<file path="src/rtl/mem_arbiter_if.sv">
// mem_arbiter_if: bundle of the CPU request, DMA request and shared memory/IO
// bus signals around mem_arbiter.
//   slave  : arbiter view (takes requests, drives acks/rdata/bus/grant)
//   master : requester/device view (drives requests and bus_rdata)
interface mem_arbiter_if #(
  parameter int ADDR_SIZE = 16,
  parameter int WORD_SIZE = 16
);
  // CPU requester
  logic                 cpu_req;
  logic                 cpu_we;
  logic                 cpu_io;
  logic [ADDR_SIZE-1:0] cpu_addr;
  logic [WORD_SIZE-1:0] cpu_wdata;
  logic [WORD_SIZE-1:0] cpu_rdata;
  logic                 cpu_ack;
  // DMA/debug requester (memory space only)
  logic                 dma_req;
  logic                 dma_we;
  logic [ADDR_SIZE-1:0] dma_addr;
  logic [WORD_SIZE-1:0] dma_wdata;
  logic [WORD_SIZE-1:0] dma_rdata;
  logic                 dma_ack;
  // Shared bus
  logic [ADDR_SIZE-1:0] bus_addr;
  logic [WORD_SIZE-1:0] bus_wdata;
  logic                 bus_we;
  logic                 bus_mem_en;
  logic                 bus_io_en;
  logic [WORD_SIZE-1:0] bus_rdata;
  logic [1:0]           grant;

  modport slave (
    input  cpu_req, cpu_we, cpu_io, cpu_addr, cpu_wdata,
    input  dma_req, dma_we, dma_addr, dma_wdata,
    input  bus_rdata,
    output cpu_rdata, cpu_ack, dma_rdata, dma_ack,
    output bus_addr, bus_wdata, bus_we, bus_mem_en, bus_io_en, grant
  );

  modport master (
    output cpu_req, cpu_we, cpu_io, cpu_addr, cpu_wdata,
    output dma_req, dma_we, dma_addr, dma_wdata,
    output bus_rdata,
    input  cpu_rdata, cpu_ack, dma_rdata, dma_ack,
    input  bus_addr, bus_wdata, bus_we, bus_mem_en, bus_io_en, grant
  );
endinterface

</file>
<file path="src/rtl/mem_arbiter.sv">
// mem_arbiter: shares one memory/IO bus between the CPU core and a DMA/debug
// requester. IDLE arbitrates, ACCESS drives the bus for WAIT_STATES+1 cycles,
// DONE pulses the winner's one-cycle ack. A starvation counter lets a waiting
// DMA request win a tie after DMA_MAX_WAIT consecutive CPU grants.
// Ports:
//   clk     : clock, rising edge
//   reset_n : asynchronous active-low reset
//   arb     : mem_arbiter_if.slave (requests, acks, rdata, bus drive, grant)
module mem_arbiter #(
  parameter int ADDR_SIZE    = 16,
  parameter int WORD_SIZE    = 16,
  parameter int WAIT_STATES  = 1,
  parameter int DMA_MAX_WAIT = 4
) (
  input  logic          clk,
  input  logic          reset_n,
  mem_arbiter_if.slave  arb
);

  localparam logic [1:0] S_IDLE   = 2'd0;
  localparam logic [1:0] S_ACCESS = 2'd1;
  localparam logic [1:0] S_DONE   = 2'd2;

  localparam logic [1:0] G_NONE = 2'b00;
  localparam logic [1:0] G_CPU  = 2'b01;
  localparam logic [1:0] G_DMA  = 2'b10;

  localparam logic [3:0] WAIT_LOAD  = 4'(WAIT_STATES);
  localparam logic [3:0] STARVE_MAX = 4'(DMA_MAX_WAIT);

  logic [1:0]           state;
  logic [3:0]           wait_cnt;
  logic [3:0]           dma_starve;

  logic                 pick_dma;
  logic [ADDR_SIZE-1:0] win_addr;
  logic [WORD_SIZE-1:0] win_wdata;
  logic                 win_we;
  logic                 win_io;

  // DMA wins when it is alone, or on a tie once it has waited long enough.
  // With DMA_MAX_WAIT = 0 the counter always equals the limit, so DMA wins ties.
  always_comb begin
    pick_dma  = arb.dma_req && (!arb.cpu_req || (dma_starve == STARVE_MAX));
    win_addr  = pick_dma ? arb.dma_addr  : arb.cpu_addr;
    win_wdata = pick_dma ? arb.dma_wdata : arb.cpu_wdata;
    win_we    = pick_dma ? arb.dma_we    : arb.cpu_we;
    win_io    = !pick_dma && arb.cpu_io;
  end

  always_ff @(posedge clk or negedge reset_n) begin
    if (!reset_n) begin
      state          <= S_IDLE;
      wait_cnt       <= '0;
      dma_starve     <= '0;
      arb.grant      <= G_NONE;
      arb.bus_addr   <= '0;
      arb.bus_wdata  <= '0;
      arb.bus_we     <= 1'b0;
      arb.bus_mem_en <= 1'b0;
      arb.bus_io_en  <= 1'b0;
      arb.cpu_rdata  <= '0;
      arb.dma_rdata  <= '0;
      arb.cpu_ack    <= 1'b0;
      arb.dma_ack    <= 1'b0;
    end else begin
      arb.cpu_ack <= 1'b0;
      arb.dma_ack <= 1'b0;
      case (state)
        S_IDLE: begin
          if (arb.cpu_req || arb.dma_req) begin
            state          <= S_ACCESS;
            wait_cnt       <= WAIT_LOAD;
            arb.bus_addr   <= win_addr;
            arb.bus_wdata  <= win_wdata;
            arb.bus_we     <= win_we;
            arb.bus_mem_en <= !win_io;
            arb.bus_io_en  <= win_io;
            if (pick_dma) begin
              arb.grant  <= G_DMA;
              dma_starve <= '0;
            end else begin
              arb.grant <= G_CPU;
              if (arb.dma_req && (dma_starve < STARVE_MAX))
                dma_starve <= dma_starve + 4'd1;
            end
          end
        end

        S_ACCESS: begin
          if (wait_cnt == '0) begin
            if (!arb.bus_we) begin
              if (arb.grant == G_DMA) arb.dma_rdata <= arb.bus_rdata;
              else                    arb.cpu_rdata <= arb.bus_rdata;
            end
            if (arb.grant == G_DMA) arb.dma_ack <= 1'b1;
            else                    arb.cpu_ack <= 1'b1;
            // bus_we shares the enable window rather than lingering into DONE
            arb.bus_we     <= 1'b0;
            arb.bus_mem_en <= 1'b0;
            arb.bus_io_en  <= 1'b0;
            state          <= S_DONE;
          end else begin
            wait_cnt <= wait_cnt - 4'd1;
          end
        end

        S_DONE: begin
          state      <= S_IDLE;
          arb.grant  <= G_NONE;
          arb.bus_we <= 1'b0;
        end

        default: begin
          state          <= S_IDLE;
          arb.grant      <= G_NONE;
          arb.bus_we     <= 1'b0;
          arb.bus_mem_en <= 1'b0;
          arb.bus_io_en  <= 1'b0;
        end
      endcase
    end
  end

endmodule

</file>
<file path="src/flat_wrapper.sv">
// flat-port wrapper written by rule: the top's interface ports become plain ports
module mem_arbiter_flat 
#(
  parameter int ADDR_SIZE    = 16,
  parameter int WORD_SIZE    = 16,
  parameter int WAIT_STATES  = 1,
  parameter int DMA_MAX_WAIT = 4
)
  (clk, reset_n, arb_cpu_req, arb_cpu_we, arb_cpu_io, arb_cpu_addr, arb_cpu_wdata, arb_dma_req, arb_dma_we, arb_dma_addr, arb_dma_wdata, arb_bus_rdata, arb_cpu_rdata, arb_cpu_ack, arb_dma_rdata, arb_dma_ack, arb_bus_addr, arb_bus_wdata, arb_bus_we, arb_bus_mem_en, arb_bus_io_en, arb_grant);
  mem_arbiter_if #(.ADDR_SIZE(ADDR_SIZE), .WORD_SIZE(WORD_SIZE)) arb_i ();
  input  logic clk;
  input  logic reset_n;
  input wire logic [$bits(arb_i.cpu_req)-1:0] arb_cpu_req;
  input wire logic [$bits(arb_i.cpu_we)-1:0] arb_cpu_we;
  input wire logic [$bits(arb_i.cpu_io)-1:0] arb_cpu_io;
  input wire logic [$bits(arb_i.cpu_addr)-1:0] arb_cpu_addr;
  input wire logic [$bits(arb_i.cpu_wdata)-1:0] arb_cpu_wdata;
  input wire logic [$bits(arb_i.dma_req)-1:0] arb_dma_req;
  input wire logic [$bits(arb_i.dma_we)-1:0] arb_dma_we;
  input wire logic [$bits(arb_i.dma_addr)-1:0] arb_dma_addr;
  input wire logic [$bits(arb_i.dma_wdata)-1:0] arb_dma_wdata;
  input wire logic [$bits(arb_i.bus_rdata)-1:0] arb_bus_rdata;
  output wire logic [$bits(arb_i.cpu_rdata)-1:0] arb_cpu_rdata;
  output wire logic [$bits(arb_i.cpu_ack)-1:0] arb_cpu_ack;
  output wire logic [$bits(arb_i.dma_rdata)-1:0] arb_dma_rdata;
  output wire logic [$bits(arb_i.dma_ack)-1:0] arb_dma_ack;
  output wire logic [$bits(arb_i.bus_addr)-1:0] arb_bus_addr;
  output wire logic [$bits(arb_i.bus_wdata)-1:0] arb_bus_wdata;
  output wire logic [$bits(arb_i.bus_we)-1:0] arb_bus_we;
  output wire logic [$bits(arb_i.bus_mem_en)-1:0] arb_bus_mem_en;
  output wire logic [$bits(arb_i.bus_io_en)-1:0] arb_bus_io_en;
  output wire logic [$bits(arb_i.grant)-1:0] arb_grant;
  assign arb_i.cpu_req = arb_cpu_req;
  assign arb_i.cpu_we = arb_cpu_we;
  assign arb_i.cpu_io = arb_cpu_io;
  assign arb_i.cpu_addr = arb_cpu_addr;
  assign arb_i.cpu_wdata = arb_cpu_wdata;
  assign arb_i.dma_req = arb_dma_req;
  assign arb_i.dma_we = arb_dma_we;
  assign arb_i.dma_addr = arb_dma_addr;
  assign arb_i.dma_wdata = arb_dma_wdata;
  assign arb_i.bus_rdata = arb_bus_rdata;
  assign arb_cpu_rdata = arb_i.cpu_rdata;
  assign arb_cpu_ack = arb_i.cpu_ack;
  assign arb_dma_rdata = arb_i.dma_rdata;
  assign arb_dma_ack = arb_i.dma_ack;
  assign arb_bus_addr = arb_i.bus_addr;
  assign arb_bus_wdata = arb_i.bus_wdata;
  assign arb_bus_we = arb_i.bus_we;
  assign arb_bus_mem_en = arb_i.bus_mem_en;
  assign arb_bus_io_en = arb_i.bus_io_en;
  assign arb_grant = arb_i.grant;
  mem_arbiter #(.ADDR_SIZE(ADDR_SIZE), .WORD_SIZE(WORD_SIZE), .WAIT_STATES(WAIT_STATES), .DMA_MAX_WAIT(DMA_MAX_WAIT)) u_core (.clk(clk), .reset_n(reset_n), .arb(arb_i));
endmodule
</file>
<file path="config.mk">
export PLATFORM = sky130hd
export DESIGN_NAME = mem_arbiter_flat
export DESIGN_NICKNAME = d
export VERILOG_FILES = /design/src/rtl/mem_arbiter_if.sv /design/src/rtl/mem_arbiter.sv /design/src/flat_wrapper.sv
export SDC_FILE = /design/constraint.sdc
export NUM_CORES = 1
export LEC_CHECK = 0
export ABC_AREA = 1
export BUFFER_PORTS_ARGS = -buffer_cell sky130_fd_sc_hd__buf_4
export CORE_ASPECT_RATIO = 0.9
export CORE_MARGIN = 2
export CORE_UTILIZATION = 50
export CTS_BUF_LIST = sky130_fd_sc_hd__clkbuf_4 sky130_fd_sc_hd__clkbuf_8
export CTS_CLUSTER_SIZE = 40
export DETAILED_ROUTE_END_ITERATION = 10
export HOLD_SLACK_MARGIN = 0.12
export PLACE_DENSITY = 0.94
export REMOVE_ABC_BUFFERS = 1
export SLEW_MARGIN = 10
export SYNTH_ARGS = -nofsm -noshare
export SYNTH_HDL_FRONTEND = slang
export SYNTH_SLANG_ARGS = --single-unit
</file>
<file path="constraint.sdc">
create_clock -name clk -period 3 [get_ports clk]
set_input_delay 0.6 -clock clk [delete_from_list [all_inputs] [get_ports clk]]
set_output_delay 0.6 -clock clk [all_outputs]
set_load 0.05 [all_outputs]
</file>
======== After elaboration in Yosys (flattened, before gate mapping) ========
Index checks and enable logic that the tools add are counted.
storage, ports and cells
  input port bits ......................... 87
  output and inout port bits .............. 71
  register bits ........................... 81
  word-level logic and storage cells ...... 74
cells by class
  add/sub/neg operators ................... 2
  eq/ne operators ......................... 7
  bitwise gates (word level) .............. 4
  mux-type cells .......................... 27
  order comparisons ....................... 1
  reduce and logical (&&, ||, !) cells .... 20
operator list
  cell                   count
  $mux W16               2
  $mux W4                4
  $mux W1                11
  $reduce_and A3 Y1      3
  $mux W2                4
  $pmux W2 S2            2
  $pmux W4 S2            1
  $reduce_and A4 Y1      2
  $pmux W1 S3            2
  $reduce_and A2 Y1      3
  $add A4 B1 Y4 const B  1
  $eq A2 B2 Y1 const B   2
  $eq A4 B3 Y1 const B   1
  $logic_not A4 Y1       1
  $lt A4 B3 Y1 const B   1
  $ne A2 B1 Y1 const B   2
  $not A1 Y1             4
  $reduce_bool A2 Y1     2
  $sub A4 B1 Y4 const B  1
  $logic_and A1 B1 Y1    3
  $logic_not A1 Y1       3
  $eq A2 B1 Y1 const B   1
  $logic_not A2 Y1       1
  $logic_or A1 B1 Y1     2
  2 further kinds        2

======== Depth between registers and ports, before layout ========
  depth in word-level cells ............... 8
  mapped depth ............................ 11

======== Worst setup path after synthesis ========
Ideal clock, no wire load.
  kind .................................... register -> register
  from .................................... reg u_core.arb.grant[1]
  to ...................................... reg u_core.arb.cpu_rdata[12]
  data arrival time ....................... 1462 ps
  clock period less this slack ............ 1535 ps
  stages on the path, launching flop included .. 8
  data required time ...................... 2926 ps
  slack ................................... 1465 ps
  library setup time ...................... 74 ps
  path through ............................ dfrtp_1 > inv_1 > nor2_1 > inv_1 > nand3_4 > buf_6 > nand2_1 > o21ai_2
between the ends
  cells in the longest elaborated chain, start to end .. 3
RTL lines
  item                         line                  source
  start: declaration           mem_arbiter_if.sv:38  output bus_addr, bus_wdata, bus_we, bus_mem_en, bus_io_en, grant
  start signal: assignment     mem_arbiter.sv:56     arb.grant <= G_NONE;
  start signal: assignment     mem_arbiter.sv:80     arb.grant <= G_DMA;
  start signal: assignment     mem_arbiter.sv:83     arb.grant <= G_CPU;
  $eq A2 B2 Y1                 mem_arbiter.sv:93     if (arb.grant == G_DMA) arb.dma_rdata <= arb.bus_rdata;
  $not A1 Y1 (no line)         --
  $reduce_and A4 Y1 (no line)  --
  end signal: assignment       mem_arbiter.sv:94     else arb.cpu_rdata <= arb.bus_rdata;
  end: declaration             mem_arbiter_if.sv:37  output cpu_rdata, cpu_ack, dma_rdata, dma_ack,
No other way between the ends.
A chain may end at the register's enable or synchronous reset.

======== Worst setup path in the final report ========
  from .................................... reg u_core.dma_starve[0]
  to ...................................... reg u_core.arb.bus_addr[9]
between the ends
  cells in the longest elaborated chain, start to end .. 4
RTL lines
  item                      line                  source
  start: declaration        mem_arbiter.sv:33     logic [3:0] dma_starve;
  start signal: assignment  mem_arbiter.sv:85     dma_starve <= dma_starve + 4'd1;
  $eq A4 B3 Y1              mem_arbiter.sv:44     pick_dma = arb.dma_req && (!arb.cpu_req || (dma_starve == STARVE_MAX));
  $logic_or A1 B1 Y1        mem_arbiter.sv:44
  $logic_and A1 B1 Y1       mem_arbiter.sv:44
  $mux W16                  mem_arbiter.sv:45     win_addr = pick_dma ? arb.dma_addr : arb.cpu_addr;
  end signal: assignment    mem_arbiter.sv:74     arb.bus_addr <= win_addr;
  end: declaration          mem_arbiter_if.sv:38
No other way between the ends.

==> results.txt <==
- Run status: complete, no violations
* Worst setup skew after layout: about 0.015 ns
* Final antenna-violating net count: 0
- Starting DRT DRC Count: about 180
- STA classifies the critical path endpoint as a flop.
- Setup TNS after final layout: 0 ns
- Boundary Pins: ~160
* Total via count after detailed routing: about 3500
- Post-synthesis sequential element count: just over 80
- Die Height: 87.3 um
* Final Hold Vio Count: 0
- Counting flops with an async set or reset pin after synthesis yields a share of 1.00.
* Routed len/inst: between 10 and 15 um
- Maximum clock frequency: roughly 470 MHz
* Slew at the pin closest to its max-slew limit: about 1 ns
- Counting distinct cell types in the post-synthesis netlist gives 24.
* Top cell type's share of synthesized area: 0.525
- The initialized floorplan defines 30 standard-cell rows.
- Clock-pin slew was measured on the worst setup and hold paths at 0.09 ns.
* Synthesized area per cell: 8.31 um^2
* Clock insertion delay at the later pin of the skew report: approximately 0.36 ns
* Gr ovfl total: 0
- HPWL after detailed placement: about 6700 um
- The share of the Yosys chip area taken by registers is 0.525.
* Core area: 7510 um^2
- Top Metal Used: met4
- The initial utilization of the core area, before any placement, comes to 0.514.
- From left edge to right edge, the die measures ~97 um.
- Critical path fanouts, max: 39
- Entering global routing, the biggest net connects 82 pins.
* Post-layout power: ~6.5 mW
- Fill cell instance count of the final layout: between 500 and 600
- Worst-case headroom to the max-slew limit: 0.327
- The tree is rooted in a sky130_fd_sc_hd__clkbuf_8.
- Cell count after synthesis: 464
- The critical path in this run is classified as flop to flop.
- Subtracting the final worst setup slack from the clock period gives about 2.1 ns.
* Internal reg-to-reg setup slack: around 0.86 ns
* Number of H-tree branching levels: 3
* Vias per Instance: slightly below 5
* Final layout net count: between 700 and 800
- Top-count cell post-synth: sky130_fd_sc_hd__nand2_1
- EDFF count, synth: 0
- In the final layout, the share of cells above drive strength 1 is 0.341.
* Ranking of synthesized cells by area: sky130_fd_sc_hd__dfrtp_1 (53%), sky130_fd_sc_hd__nand2_1 (18%), sky130_fd_sc_hd__inv_1 (6.2%), sky130_fd_sc_hd__o21ai_2 (5.9%), sky130_fd_sc_hd__o21ai_0 (3.1%)
- Finished Core Util: 0.695
* Inserted Clock Buffers: 9
- Number of buffers on the longest clock path: 2
* Growth of design area from synthesis to finish: 35.3%
* Unrepaired setup endpoints after global routing: no
- TritonCTS clock tree: done
- After clock tree synthesis, the setup repair step added 0 buffers.
- Number of hold buffers added after CTS: 0
- Via count of the first global-routing pass: between 3000 and 4000
- The initial antenna violation count was 0.
* Kind of start point of the critical path: flop
* Most instantiated cells after synthesis: sky130_fd_sc_hd__nand2_1 (189), sky130_fd_sc_hd__dfrtp_1 (81), sky130_fd_sc_hd__inv_1 (64)
* Count of instances resized after the clock tree is built: 0
* GR Util All Layers: 0.235
- Total length of routed met2 wires: slightly above 5000 um
* Detailed-route wire length: 9540 um
- Global-route wire length before repair: ~15000 um
- WL met3: about 450 um
- Top flip-flop cell by instance count after synthesis: sky130_fd_sc_hd__dfrtp_1
- Data arrival time of the worst path: ~2.4 ns
- Total of warnings raised by yosys: 0
- For this design the static power due to leakage is approximately 3.0 nW.
- The floorplan step defined a die boundary enclosing ~8400 um^2.
* Diodes inserted: 0
* TritonCTS sink count: 81
- Power spread over the standard cell area amounts to between 1000 and 1500 nW/um^2.
* Worst hold path type: primary input to async pin
- Post-route fraction of the period consumed by the critical path: 0.714
* Hold_ws: between 0.3 and 0.4 ns
* I/O Buffers: between 150 and 200
* Final number of max-transition violations: 0
- Largest vdd supply drop: 0.000735 V
- The congestion estimate from routability-driven global placement came to 0.763.
- In the routed design, unresolved DRC markers number 0.
- The first detailed-routing pass took 7 iterations.
- MaxCap Viol Count: 0
* Total setup violations reported at the end of the flow: 0
* Synth Cell Area: 3860 um^2
- Leading area contributor after synthesis: sky130_fd_sc_hd__dfrtp_1
- Met1 routed wirelength after detailed routing: between 3000 and 4000 um
- STA puts the critical path data required time at between 3 and 4 ns.
==> through the flow <==
stage	area, um^2	setup WS (ns)	cells
floorplan	3700	0.843	444
global placement	5010	0.876	699
detailed placement	5010	0.747	699
CTS	5220	0.843	715
global route	5220	0.632	715
finish	5220	0.857	715
==> path summary, 6_finish.rpt <==
kind                                             to                     start  cells past startpoint
hold reg to reg            u_core.arb.bus_wdata[15]  u_core.arb.bus_wdata[15]                      2
max in group asynchronous   u_core.arb.bus_addr[14]                   reset_n                      1
min in group clk           u_core.arb.bus_wdata[15]  u_core.arb.bus_wdata[15]                      2
hold / removal              u_core.arb.cpu_rdata[0]                   reset_n                      1
setup reg to reg             u_core.arb.bus_addr[9]      u_core.dma_starve[0]                     11
setup / recovery             u_core.arb.bus_addr[9]      u_core.dma_starve[0]                     11
==> critical path, stage by stage (launching register included) <==
cell and delay, ns:
sky130_fd_sc_hd__dfrtp_1 0.40, sky130_fd_sc_hd__inv_1 0.09, sky130_fd_sc_hd__ha_1 0.16, sky130_fd_sc_hd__nand2_1 0.05, sky130_fd_sc_hd__inv_1 0.06, sky130_fd_sc_hd__nand2_1 0.08, sky130_fd_sc_hd__nand2_2 0.50, sky130_fd_sc_hd__buf_4 0.41
sky130_fd_sc_hd__nand2_1 0.10, sky130_fd_sc_hd__o21ai_1 0.08, sky130_fd_sc_hd__nand2_1 0.06, sky130_fd_sc_hd__nand2_1 0.08
==> placed cells by master (no fill, tap or decap) <==
master,synthesis,final
sky130_fd_sc_hd__nand2_1,189,189
sky130_fd_sc_hd__dfrtp_1,81,81
sky130_fd_sc_hd__a21oi_1,1,1
sky130_fd_sc_hd__inv_1,64,64
sky130_fd_sc_hd__inv_6,0,1
sky130_fd_sc_hd__nand4_1,4,4
sky130_fd_sc_hd__clkinvlp_4,0,1
sky130_fd_sc_hd__o21ai_0,24,24
sky130_fd_sc_hd__o22ai_1,1,1
sky130_fd_sc_hd__o21ai_1,22,22
sky130_fd_sc_hd__nand2_2,1,1
sky130_fd_sc_hd__clkbuf_8,0,10
sky130_fd_sc_hd__buf_4,2,159
sky130_fd_sc_hd__nand3_1,4,4
sky130_fd_sc_hd__inv_2,4,4
sky130_fd_sc_hd__clkinv_2,0,2
sky130_fd_sc_hd__xor2_1,1,1
sky130_fd_sc_hd__ha_1,4,4
sky130_fd_sc_hd__bufinv_16,0,1
sky130_fd_sc_hd__nand3_4,2,2
sky130_fd_sc_hd__nor2_8,1,1
sky130_fd_sc_hd__clkinv_4,0,1
sky130_fd_sc_hd__nor3_1,1,1
sky130_fd_sc_hd__o21ai_2,26,26
sky130_fd_sc_hd__nor2_1,11,11
sky130_fd_sc_hd__and2_1,1,1
sky130_fd_sc_hd__nor2_4,2,2
==> cell families after synthesis <==
| family | after synthesis | share of synthesized area |
|---|---|---|
| AO/OA/AOI/OAI | 74 | 0.122 |
| XOR/XNOR | 1 | 0.00227 |
| adder cells (fa/ha/maj) | 4 | 0.0130 |
| buffers and inverters | 88 | 0.107 |
| flip-flops | 81 | 0.525 |
| AND/OR/NAND/NOR | 216 | 0.231 |
==> report_power, final <==
part | internal, mW | leakage (nW) | switching [mW] | total [mW]
clock | 0.409 | 0.103 | 0.403 | 0.811
sequential | 1.60 | 0.989 | 0.314 | 1.91
combinational | 1.09 | 1.87 | 2.71 | 3.80
total | 3.10 | 2.96 | 3.43 | 6.53
==> metal layers <==
metal | vias up | GRT usage
li1 | 1711 | -
met1 | 1640 | 0.276
met2 | 96 | 0.416
met3 | 21 | 0.0476
met4 | 0 | 0.0999
met5 | - | 0
==> flip-flops by register name, indices dropped and copies added (netlist names), 2 cells and up <==
signal,cells
u_core.arb.cpu_rdata,16
u_core.arb.bus_addr,16
u_core.wait_cnt,4
u_core.arb.dma_rdata,16
u_core.state,2
u_core.dma_starve,4
u_core.arb.bus_wdata,16
u_core.arb.grant,2
==> layout make-up <==
cell class	count	area (um^2)	share of cell area
multi-input cells	295	1420	0.272
well taps	96	120	0.0230
repair buffers	159	1190	0.229
flip-flops and latches	81	2030	0.388
inverters	68	255	0.0489
clock buffers	10	138	0.0264
clock inverters	6	65.1	0.0125
No activity file was read; power rests on OpenSTA's default activity.
